===== src/rtl/ppu_bg_fifo.sv =====
// Background pixel FIFO for the PPU mode-3 pipeline: a circular buffer fed by the
// background fetcher and drained by the pixel mixer. It also drops the first SCX[2:0]
// pixels of every line (fine scroll) and can be flushed on window start.
package ppu_pkg;
  typedef struct packed {
    logic       valid;
    logic       bg_prio;
    logic [5:0] spr_idx;
    logic [2:0] palette;
    logic [1:0] color;
  } ppu_pixel_t;
endpackage

// DEPTH must be a power of two and at least 8 so that the pointers wrap naturally.
module ppu_bg_fifo
  import ppu_pkg::*;
#(
  parameter int DEPTH = 16
) (
  input  logic         clk,
  input  logic         reset,
  input  logic         i_dotEn,
  input  logic         i_flush,
  input  logic         i_lineStart,
  input  logic [2:0]   i_scxFine,
  output logic         o_discarding,
  output logic         o_overflow,
  output logic         o_underflow,
  ppu_bg_fifo_if.slave bus
);

  localparam int PTR_W = $clog2(DEPTH);
  localparam int CNT_W = PTR_W + 1;

  ppu_pixel_t       r_storage [DEPTH];
  logic [PTR_W-1:0] r_rdPtr;
  logic [PTR_W-1:0] r_wrPtr;
  logic [CNT_W-1:0] r_count;
  logic [2:0]       r_discardCnt;
  logic             r_overflow;
  logic             r_underflow;

  logic w_full;
  logic w_empty;
  logic w_discarding;
  logic w_outValid;
  logic w_push;
  logic w_pushDropped;
  logic w_discard;
  logic w_pop;
  logic w_popIgnoredEmpty;
  logic w_advance;

  // Status is taken from registered state only, so push_en/pop_en never reach full/empty.
  assign w_full       = (r_count == CNT_W'(DEPTH));
  assign w_empty      = (r_count == '0);
  assign w_discarding = (r_discardCnt != 3'd0);
  assign w_outValid   = !w_empty && !w_discarding;

  // Discard takes priority over the mixer's pop; both advance the read pointer.
  assign w_push            = i_dotEn && bus.push_en && !w_full;
  assign w_pushDropped     = i_dotEn && bus.push_en && w_full;
  assign w_discard         = i_dotEn && w_discarding && !w_empty;
  assign w_pop             = i_dotEn && bus.pop_en && w_outValid;
  assign w_popIgnoredEmpty = i_dotEn && bus.pop_en && w_empty;
  assign w_advance         = w_pop || w_discard;

  assign bus.full      = w_full;
  assign bus.empty     = w_empty;
  assign bus.count     = r_count;
  assign bus.out_valid = w_outValid;
  assign bus.out_px    = w_empty ? '0 : r_storage[r_rdPtr];
  assign o_discarding  = w_discarding;
  assign o_overflow    = r_overflow;
  assign o_underflow   = r_underflow;

  // Pixel storage: written at the write pointer on every accepted push; a flush blocks the write.
  always_ff @(posedge clk or posedge reset) begin
    if (reset) begin
      for (int i = 0; i < DEPTH; i++) begin
        r_storage[i] <= '0;
      end
    end else if (w_push && !i_flush) begin
      r_storage[r_wrPtr] <= bus.push_px;
    end
  end

  // Pointers and occupancy; a push and a pop/discard in the same dot leave count unchanged.
  always_ff @(posedge clk or posedge reset) begin
    if (reset) begin
      r_rdPtr <= '0;
      r_wrPtr <= '0;
      r_count <= '0;
    end else if (i_flush) begin
      r_rdPtr <= '0;
      r_wrPtr <= '0;
      r_count <= '0;
    end else begin
      if (w_push) begin
        r_wrPtr <= r_wrPtr + PTR_W'(1);
      end
      if (w_advance) begin
        r_rdPtr <= r_rdPtr + PTR_W'(1);
      end
      if (w_push && !w_advance) begin
        r_count <= r_count + CNT_W'(1);
      end else if (!w_push && w_advance) begin
        r_count <= r_count - CNT_W'(1);
      end
    end
  end

  // Fine-scroll counter: line_start reloads it even during a flush or with dot_en low.
  always_ff @(posedge clk or posedge reset) begin
    if (reset) begin
      r_discardCnt <= 3'd0;
    end else if (i_lineStart) begin
      r_discardCnt <= i_scxFine;
    end else if (i_flush) begin
      r_discardCnt <= 3'd0;
    end else if (w_discard) begin
      r_discardCnt <= r_discardCnt - 3'd1;
    end
  end

  // Sticky error flags, cleared only by reset or flush.
  always_ff @(posedge clk or posedge reset) begin
    if (reset) begin
      r_overflow  <= 1'b0;
      r_underflow <= 1'b0;
    end else if (i_flush) begin
      r_overflow  <= 1'b0;
      r_underflow <= 1'b0;
    end else begin
      if (w_pushDropped) begin
        r_overflow <= 1'b1;
      end
      if (w_popIgnoredEmpty) begin
        r_underflow <= 1'b1;
      end
    end
  end

endmodule


===== src/rtl/ppu_bg_fifo_if.sv =====
// Push/pop bus between the background fetcher, the background FIFO and the pixel mixer.
// The pixel travels as a plain vector so this file has no package dependency.
// PX_W must equal $bits(ppu_pkg::ppu_pixel_t).
interface ppu_bg_fifo_if #(
  parameter int DEPTH = 16,
  parameter int PX_W  = 13
);
  logic                   push_en;
  logic [PX_W-1:0]        push_px;
  logic                   full;
  logic                   empty;
  logic [$clog2(DEPTH):0] count;
  logic                   pop_en;
  logic [PX_W-1:0]        out_px;
  logic                   out_valid;

  modport master (
    output push_en, push_px, pop_en,
    input  full, empty, count, out_px, out_valid
  );

  modport slave (
    input  push_en, push_px, pop_en,
    output full, empty, count, out_px, out_valid
  );
endinterface


===== src/flat_wrapper.sv =====
// flat-port wrapper written by rule: the top's interface ports become plain ports
module ppu_bg_fifo_flat import ppu_pkg::*;
#(
  parameter int DEPTH = 16
)
  (clk, reset, i_dotEn, i_flush, i_lineStart, i_scxFine, o_discarding, o_overflow, o_underflow, bus_push_en, bus_push_px, bus_pop_en, bus_full, bus_empty, bus_count, bus_out_px, bus_out_valid);
  ppu_bg_fifo_if #(.DEPTH(DEPTH), .PX_W($bits(ppu_pixel_t))) bus_i ();
  input  logic clk;
  input  logic reset;
  input  logic i_dotEn;
  input  logic i_flush;
  input  logic i_lineStart;
  input  logic [2:0] i_scxFine;
  output logic o_discarding;
  output logic o_overflow;
  output logic o_underflow;
  input wire logic [$bits(bus_i.push_en)-1:0] bus_push_en;
  input wire logic [$bits(bus_i.push_px)-1:0] bus_push_px;
  input wire logic [$bits(bus_i.pop_en)-1:0] bus_pop_en;
  output wire logic [$bits(bus_i.full)-1:0] bus_full;
  output wire logic [$bits(bus_i.empty)-1:0] bus_empty;
  output wire logic [$bits(bus_i.count)-1:0] bus_count;
  output wire logic [$bits(bus_i.out_px)-1:0] bus_out_px;
  output wire logic [$bits(bus_i.out_valid)-1:0] bus_out_valid;
  assign bus_i.push_en = bus_push_en;
  assign bus_i.push_px = bus_push_px;
  assign bus_i.pop_en = bus_pop_en;
  assign bus_full = bus_i.full;
  assign bus_empty = bus_i.empty;
  assign bus_count = bus_i.count;
  assign bus_out_px = bus_i.out_px;
  assign bus_out_valid = bus_i.out_valid;
  ppu_bg_fifo #(.DEPTH(DEPTH)) u_core (.clk(clk), .reset(reset), .i_dotEn(i_dotEn), .i_flush(i_flush), .i_lineStart(i_lineStart), .i_scxFine(i_scxFine), .o_discarding(o_discarding), .o_overflow(o_overflow), .o_underflow(o_underflow), .bus(bus_i));
endmodule

===== config.mk =====
export PLATFORM = sky130hd
export DESIGN_NAME = ppu_bg_fifo_flat
export DESIGN_NICKNAME = d
export VERILOG_FILES = /design/src/rtl/ppu_bg_fifo.sv /design/src/rtl/ppu_bg_fifo_if.sv /design/src/flat_wrapper.sv
export SDC_FILE = /design/constraint.sdc
export NUM_CORES = 1
export LEC_CHECK = 0
export ABC_CLOCK_PERIOD_IN_PS = 6700
export CAP_MARGIN = 20
export CORE_MARGIN = 8
export CORE_UTILIZATION = 38
export CTS_CLUSTER_DIAMETER = 120
export DETAILED_ROUTE_END_ITERATION = 6
export HOLD_SLACK_MARGIN = 0.05
export PLACE_DENSITY_LB_ADDON = 0.25
export SLEW_MARGIN = 20
export SYNTH_ARGS = -nofsm -noshare
export SYNTH_HDL_FRONTEND = slang
export SYNTH_SLANG_ARGS = --single-unit
export TNS_END_PERCENT = 100

===== constraint.sdc =====
create_clock -name clk -period 6.7 [get_ports clk]
set_clock_uncertainty 0.05 [all_clocks]
set_input_delay 1.005 -clock clk [delete_from_list [all_inputs] [get_ports clk]]
set_output_delay 1.005 -clock clk [all_outputs]
set_load 0.03 [all_outputs]

; Word level (Yosys, flattened, before mapping)
; Index checks and enable logic that the tools add are counted.
[word_totals]
ff_bits = 226
elab_cells = 146
output_inout_bits = 24
inputBits = 23
[classes]
reduce_logical = 28
eq_ne = 1
bitwise_logic = 2
mux = 21
add_sub_neg = 5
magnitude_cmp = 3
[ops]
columns = operator, count
row1 = 208-bit bitwise mux, 1
row2 = 13-bit binary-select mux with 4-bit select, 1
row3 = 13-bit demux with 4-bit select, 1
row4 = 13-bit two-way mux, 4
row5 = 4-bit two-way mux, 4
row6 = 5-bit two-way mux, 3
row7 = 1-bit logical AND, 13
row8 = "5-bit >= comparator, second input constant", 2
row9 = 4-bit inverter with 5-bit output, 2
row10 = 3-bit two-way mux, 3
row11 = 3-bit nonzero test, 3
row12 = "4-bit by 1-bit adder with 4-bit output, second input constant", 2
row13 = 2-bit nonzero test, 4
row14 = 1-bit logical NOT, 6
row15 = "5-bit by 1-bit adder with 5-bit output, second input constant", 1
row16 = "5-bit == test, second input constant", 1
row17 = 5-bit logical NOT, 1
row18 = "5-bit by 1-bit less-than comparator with 1-bit output, second input constant", 1
row19 = "5-bit by 1-bit subtractor with 5-bit output, second input constant", 1
row20 = 1-bit two-way mux, 4
row21 = "3-bit by 1-bit subtractor with 3-bit output, second input constant", 1
row22 = 1-bit logical OR, 1

; Longest topological paths before layout
; Gate-level depths: netlist of the first run.
[depth]
depth_word = 9
mapped_depth = 12
ltp_nobuf = 12

; Worst setup path before layout of the first run
; No wires, ideal clock.
[synth_timing]
path_type = reg-to-reg
start = register u_core.r_count[0], in the netlist u_core.bus.count[0]
end = register u_core.r_count[4], in the netlist u_core.bus.count[4]
setup_time_ns = 0.077
stages_incl_launch_ff = 10
path_buffers = 0
required_time_ns = 6.573
arrival_ns = 3.111
path_slack_ns = 3.462
synth_period_minus_slack_ns = 3.238
path_cell_list = dfrtp_1 or4_4 o221ai_4 nand2_1 fa_1 a21o_1 a21o_1 or3_2 a21o_1 a21oi_1
[synth_via]
elab_chain_len = 9
elab_cells_between_ends = 19
classes_between = 2 x add/sub / 1 x eq/ne / 3 x mux / 13 x reduce/logical
[synth_lines]
columns = item, line_no
row1 = "start, declared", ppu_bg_fifo.sv:38  ; logic [CNT_W-1:0] r_count;
row2 = "start signal, assigned", ppu_bg_fifo.sv:106  ; r_count <= r_count + CNT_W'(1);
row3 = "start signal, assigned", ppu_bg_fifo.sv:108  ; r_count <= r_count - CNT_W'(1);
row4 = branches (longest 9 deep; another with 5-bit by 1-bit subtractor with 5-bit output), n/a
; Parallel ways; which one is timed is not known. The select of a mux whose other input is x is not followed.
; A chain may end at the register's enable or synchronous reset.

; Final worst setup path of the first run
[layout_timing]
start = register u_core.r_rdPtr[0]
end = output port bus_out_px[4]
[layout_via]
elab_chain_len = 5
[layout_lines]
columns = item, line_no
row1 = "start, declared", ppu_bg_fifo.sv:36  ; logic [PTR_W-1:0] r_rdPtr;
row2 = "start signal, assigned", ppu_bg_fifo.sv:103  ; r_rdPtr <= r_rdPtr + PTR_W'(1);
row3 = 4-bit inverter with 5-bit output (implied by the code), ppu_bg_fifo.sv:72  ; assign bus.out_px = w_empty ? '0 : r_storage[r_rdPtr];
row4 = 13-bit binary-select mux with 4-bit select, ppu_bg_fifo.sv:72
row5 = 13-bit two-way mux (implied by the code) (2 in a row), ppu_bg_fifo.sv:72
row6 = 13-bit two-way mux, ppu_bg_fifo.sv:72
row7 = "end, declared", flat_wrapper.sv:23  ; output wire logic [$bits(bus_i.out_px)-1:0] bus_out_px;
; Every way passes these cells. The select of a mux whose other input is x is not followed.

==> results of run 1 <==
## logic make-up (layout without fill, tap and decap cells)
kind of cell / Yosys count / count (layout) / share of synthesized area
xor+xnor: 8 / 8 / 0.00727
mux: 293 / 293 / 0.360
buf+inv: 61 / 119 / 0.0291
simple gates: 63 / 63 / 0.0380
compound gates: 31 / 31 / 0.0205
flops: 226 / 226 / 0.530
fa+ha+maj: 12 / 12 / 0.0148
## final cells by class
| cell class | instances | area, µm² | area share |
|---|---|---|---|
| Tap cell | 378 | 473 | 0.0385 |
| Sequential cell | 226 | 5660 | 0.460 |
| Clock buffer | 42 | 741 | 0.0602 |
| Clock inverter | 3 | 43.8 | 0.00356 |
| Multi-Input combinational cell | 407 | 4700 | 0.383 |
| Inverter | 9 | 37.5 | 0.00305 |
| Timing Repair Buffer | 65 | 636 | 0.0517 |
## power by group through the flow
stage	logic [µW]	clock network, µW	registers, µW
5_1_grt	1190	1390	1680
3_5_place_dp	1130	0	1680
2_1_floorplan	831	0	1580
6_report	1120	1300	1650
4_1_cts	1130	1330	1650
3_3_place_gp	1100	0	1670
## Yosys cell counts (all sizes together)
cell type  count
or3            2
nor4           5
mux4          52
mux2i         33
fa             1
and2           5
a31oi          2
xor2           4
or4            1
a21oi          8
xnor2          4
nor3b          1
a21o           3
nor2          25
a22oi          1
inv            9
ha            11
o21ai          2
nand4          1
nand3          5
and4b          1
clkbuf        23
buf           29
nor3           3
o22ai         13
nand4b         1
a211oi         1
o221ai         1
mux2         208
nand2         11
nand2b         2
dfrtp        226
## stage by stage
stage                      util  std cells  worst slack, ns  total power (µW)
after CTS                 0.443       1129             1.94              4120
after floorplan               -        694             2.69              2410
after global placement    0.414       1084             2.54              2770
after detailed placement  0.414       1084             2.51              2800
after global routing      0.444       1130             1.78              4260
final                     0.444       1130             2.02              4070
## per-layer routing
metal,up-vias,track usage
met5,-,0
met4,0,0.0556
met3,62,0.0271
met2,139,0.263
met1,3268,0.198
li1,2641,-
## flip-flops by register name (all words and copies together) (netlist names)
signal / count
u_core.o_overflow: 1
u_core.r_discardCnt: 3
u_core.o_underflow: 1
u_core.r_wrPtr: 4
u_core.r_storage: 208
u_core.bus.count: 5
u_core.r_rdPtr: 4
## path summary, 6_finish.rpt
check | startpoint | endpoint | slack [ns]
max | u_core.r_rdPtr[0]$_DFFE_PP0P_ | bus_out_px[4] | 2.02
min | u_core.r_storage[45]$_DFFE_PP0P_ | u_core.r_storage[45]$_DFFE_PP0P_ | 0.44
max reg2reg | u_core.bus.count[0]$_DFFE_PP0P_ | u_core.bus.count[4]$_DFFE_PP0P_ | 3.33
min reg2reg | u_core.r_storage[45]$_DFFE_PP0P_ | u_core.r_storage[45]$_DFFE_PP0P_ | 0.44
max in group asynchronous | reset | u_core.r_storage[92]$_DFFE_PP0P_ | 4.31
min in group asynchronous | reset | u_core.r_storage[115]$_DFFE_PP0P_ | 0.84
==> results.json, run 1 <==
{
  "outcome": "complete, no violations",
  "power_density_nw_per_um2": 331,
  "power_frac_seq": 0.406,
  "netlist_area_um2": 10700,
  "clkSinkCount": 226,
  "io_buffers": 46,
  "fmaxAchievable_ghz": 0.214,
  "place.gp.congestion": 0.739,
  "report.final.slew_viol_count": 0,
  "p_comb_frac": 0.274,
  "rsz0062_at_grt": "false",
  "clock_path_buffers": 3,
  "syn_avg_cell_area_um2": 15.4,
  "viasPerCell": 5.41,
  "yosysTopAreaCell": "dfrtp_1",
  "synth_fp_nets": 729,
  "wl_met2_um": 12500,
  "end_kind": "output pin",
  "crit_slowest_cell": "dfrtp_4",
  "final_hold_viol_count": 0,
  "core_um2": 27700,
  "clk_latency_ns": 0.53,
  "route.detailed.drc": 0,
  "grt_usage": 0.156,
  "start_util": 0.385,
  "hpwl_um": 15500,
  "min_path_type": "reg -> reg",
  "tritoncts.num_buffers": 26,
  "cp.required_ns": 5.64,
  "wl_per_cell_um": 22.7,
  "routed.top_layer": "met4",
  "fin_crit_sh": 0.698,
  "startpoint_type": "register",
  "grt_pass1_vias": 6851,
  "worst-endpoint-arrival_ns": 3.62,
  "path_class": "reg -> out",
  "critPathTopFamily": "buffers and inverters",
  "rows": 61,
  "htree_levels": 1,
  "ys_seq_area_frac": 0.530,
  "grt_pass1_wl_um": 40700,
  "grt_antenna_before_repair": 0,
  "drive_above_1_share": 0.435,
  "grt_max_degree": 192,
  "wl_met1_um": 11000,
  "tightest_slew_ns": 1.07,
  "cts_tree": "built",
  "die_h_um": 184,
  "cts_root_buffer": "clkbuf_16",
  "setup_violations": 0,
  "cts-resized-gates": 0,
  "leakagePower_uw": 0.00551,
  "intPower_uw": 2770,
  "final_cell_mix": "224 x dfrtp_1, 204 x mux2_2, 52 x mux4_2",
  "area_growth_pct": 15.2,
  "crit_chain": "buf_4 -> mux4_2 -> mux2i_1 -> o22ai_1 -> clkdlybuf4s50_1",
  "nets": 770,
  "critPathMaxFanout": 34,
  "dpl_cell_area_um2": 11500,
  "post_cts_buffers": 0,
  "synth-seq-cells": 226,
  "synth_area_leaders": "dfrtp_1 53%, mux2_2 22%, mux4_2 11%, mux2i_1 3.1%, ha_1 1.3%",
  "n_antenna_cell": 0,
  "netlist_instances": 694,
  "whs_ns": 0.438,
  "yosysTopAreaCellShare": 0.530,
  "drtPass1Iterations": 4,
  "maxCapViolations": 0,
  "die-area_um2": 33700,
  "p_sw_frac": 0.319,
  "ant_nets": 0,
  "fillers": 2463,
  "yosys_warnings": 0,
  "drtIter0Drc": 307,
  "die_x_um": 184,
  "slew_headroom": 0.289,
  "cts_hold_buf": 0,
  "r2r_cells": 9,
  "ys_types": 42,
  "met3_length_um": 1210,
  "fin_crit_ns": 4.68,
  "num_vias": 6110,
  "design_area_um2": 12300,
  "io_pins": 47,
  "power.switching_uw": 1300,
  "final_common_cell": "dfrtp_1",
  "clkPwrFrac": 0.320,
  "hold-path-cell-count": 1,
  "routed_wl_um": 25600,
  "grt-ovfl-total": 0,
  "clk_pin_slew_ns": 0.06,
  "fin_setup_tns_ns": 0,
  "slowest_delay_ns": 0.92,
  "cp_num_cells": 5,
  "crit_buf_inv": 2,
  "irDropWorstVdd_mv": 0.237
}
No activity file was read; power rests on OpenSTA's default activity.
==> inputs of run 2 (changes only) <==
--- a/config.mk
+++ b/config.mk
@@ -5,7 +5,7 @@
 export SDC_FILE = /design/constraint.sdc
 export NUM_CORES = 1
 export LEC_CHECK = 0
-export ABC_CLOCK_PERIOD_IN_PS = 6700
+export ABC_CLOCK_PERIOD_IN_PS = 4300
 export CAP_MARGIN = 20
 export CORE_MARGIN = 8
 export CORE_UTILIZATION = 38
==> constraint.sdc (replaced) <==
create_clock -name clk -period 4.3 [get_ports clk]
set_clock_uncertainty 0.05 [all_clocks]
set_input_delay 0.645 -clock clk [delete_from_list [all_inputs] [get_ports clk]]
set_output_delay 0.645 -clock clk [all_outputs]
set_load 0.03 [all_outputs]
==> run 2 against run 1 <==
Compared with the run above:
- register-to-register slack worse by 2.4 ns
- sequential share of layout area down 0.43 points
- non-clock buffer count up 12
- routed wire length down 1.5%
- combinational power up 65%
- cell area up 0.94%
- via count down 0.29%
- largest cell class unchanged
==> results.json, run 2 (synthesized netlist as in run 1, its figures left out) <==
{
  "outcome": "complete, no violations",
  "rows": 61,
  "startpoint_type": "register",
  "irDropWorstVdd_mv": 0.303,
  "power_density_nw_per_um2": 515,
  "wl_met2_um": 12000,
  "met3_length_um": 1080,
  "grt_max_degree": 73,
  "hpwl_um": 15900,
  "nets": 781,
  "path_class": "reg -> out",
  "core_um2": 27700,
  "drtPass1Iterations": 4,
  "routed_wl_um": 25300,
  "power_frac_seq": 0.395,
  "fin_setup_tns_ns": 0,
  "area_growth_pct": 16.3,
  "p_sw_frac": 0.312,
  "final_util": 0.448,
  "worst-endpoint-arrival_ns": 3.01,
  "drtIter0Drc": 313,
  "slew_headroom": 0.347,
  "post_cts_buffers": 0,
  "setup_slack_ns": 0.595,
  "critPathLaunch": "u_core.r_rdPtr[0]$_DFFE_PP0P_",
  "wl_per_cell_um": 22.2,
  "clkSinkCount": 226,
  "fillers": 2421,
  "fin_crit_ns": 3.71,
  "cts_root_buffer": "clkbuf_16",
  "grt_pass1_vias": 6745,
  "die-area_um2": 33700,
  "die_h_um": 184,
  "maxCapViolations": 0,
  "top_register": "u_core.r_storage",
  "reg2reg_from": "u_core.bus.count[0]$_DFFE_PP0P_",
  "final_common_cell": "dfrtp_1",
  "intPower_uw": 4400,
  "fmaxAchievable_ghz": 0.270,
  "report.final.slew_viol_count": 0,
  "cts_tree": "built",
  "grt_pass1_wl_um": 40000,
  "clkPwrFrac": 0.316,
  "clk_pin_slew_ns": 0.06,
  "ant_nets": 0,
  "grt_antenna_before_repair": 0,
  "viasPerCell": 5.36,
  "setup_violations": 0,
  "n_antenna_cell": 0,
  "grt_usage": 0.153,
  "crit_slowest_cell": "dfrtp_4",
  "rsz0062_at_grt": "false",
  "final_cell_mix": "224 x dfrtp_1, 204 x mux2_2, 52 x mux4_2",
  "crit_chain": "buf_12 -> mux4_2 -> mux2i_1 -> o22ai_1 -> clkdlybuf4s50_1",
  "grt-ovfl-total": 0,
  "largest_reg_flops": 208,
  "htree_levels": 1,
  "num_vias": 6092,
  "cts_hold_buf": 0,
  "io_buffers": 46,
  "tritoncts.num_buffers": 25,
  "tightest_slew_ns": 0.977,
  "routed.top_layer": "met4",
  "cts-resized-gates": 0,
  "power.switching_uw": 1990,
  "power.total_uw": 6390,
  "final_hold_viol_count": 0,
  "start_util": 0.385,
  "drive_above_1_share": 0.448,
  "route.detailed.drc": 0,
  "pre_cts_slack_ns": 0.686,
  "wl_met1_um": 11400,
  "die_x_um": 184,
  "critPathMaxFanout": 20,
  "clk_latency_ns": 0.51,
  "slowest_delay_ns": 0.73,
  "cp.required_ns": 3.61,
  "place.gp.congestion": 0.755,
  "io_pins": 47,
  "whs_ns": 0.440,
  "hp-start": "u_core.r_storage[46]$_DFFE_PP0P_",
  "min_path_type": "reg -> reg",
  "p_comb_frac": 0.289,
  "leakagePower_uw": 0.00558,
  "end_kind": "output pin",
  "clock_path_buffers": 3,
  "fin_crit_sh": 0.862
}
run 2: cell count changes in the layout (fill, tap and decap cells not counted), moves of 2 or more:
cell      delta
clkbuf_8     +2
clkbuf_1     -6
buf_12       +5
buf_4        +8
run 2: area by class of cell:
cell class                 instances  area [µm²]  area share
multi-input combinational        407        4700       0.379
timing repair buffer              77         768      0.0619
inverter                           9        37.5     0.00302
clock buffer                      37         721      0.0581
clock inverter                     3        46.3     0.00373
sequential                       226        5660       0.456
tap                              378         473      0.0381
run 2: path summary, 6_finish.rpt:
path                                                     to  slack, ns  depth (start not counted)
setup / recovery                              bus_out_px[5]       0.59                          5
hold / removal             u_core.r_storage[46]$_DFFE_PP0P_       0.44                          1
setup reg to reg            u_core.bus.count[4]$_DFFE_PP0P_       0.97                          9
hold reg to reg            u_core.r_storage[46]$_DFFE_PP0P_       0.44                          1
max in group asynchronous  u_core.r_storage[16]$_DFFE_PP0P_       2.68                          3
min in group asynchronous  u_core.r_storage[35]$_DFFE_PP0P_       0.64                          2
run 2: through the flow:
step | std cells | instance area (µm²)
finish | 1137 | 12400
floorplan | 694 | 10700
global route | 1137 | 12400
CTS | 1137 | 12400
detailed placement | 1097 | 11600
global placement | 1097 | 11600
run 2: routing by layer:
layer | vias up | GRT usage
met3 | 43 | 0.0263
met1 | 3255 | 0.205
li1 | 2655 | -
met5 | - | 0
met4 | 0 | 0.0462
met2 | 139 | 0.251
run 2: worst max-delay path: cells and delay by family, from the launching register on:
family / cells / cell delay, ns
buf+inv: 2 / 0.89
flops: 1 / 0.73
mux: 2 / 0.70
compound gates: 1 / 0.15
run 2: power groups by stage:
stage                     Sequential, µW  Clock, µW  Combinational (µW)
final                               2520       2020                1850
after global routing                2560       2170                1990
after CTS                           2530       2080                1880
after detailed placement            2570          0                1870
after global placement              2540          0                1840
after floorplan                     2460          0                1290
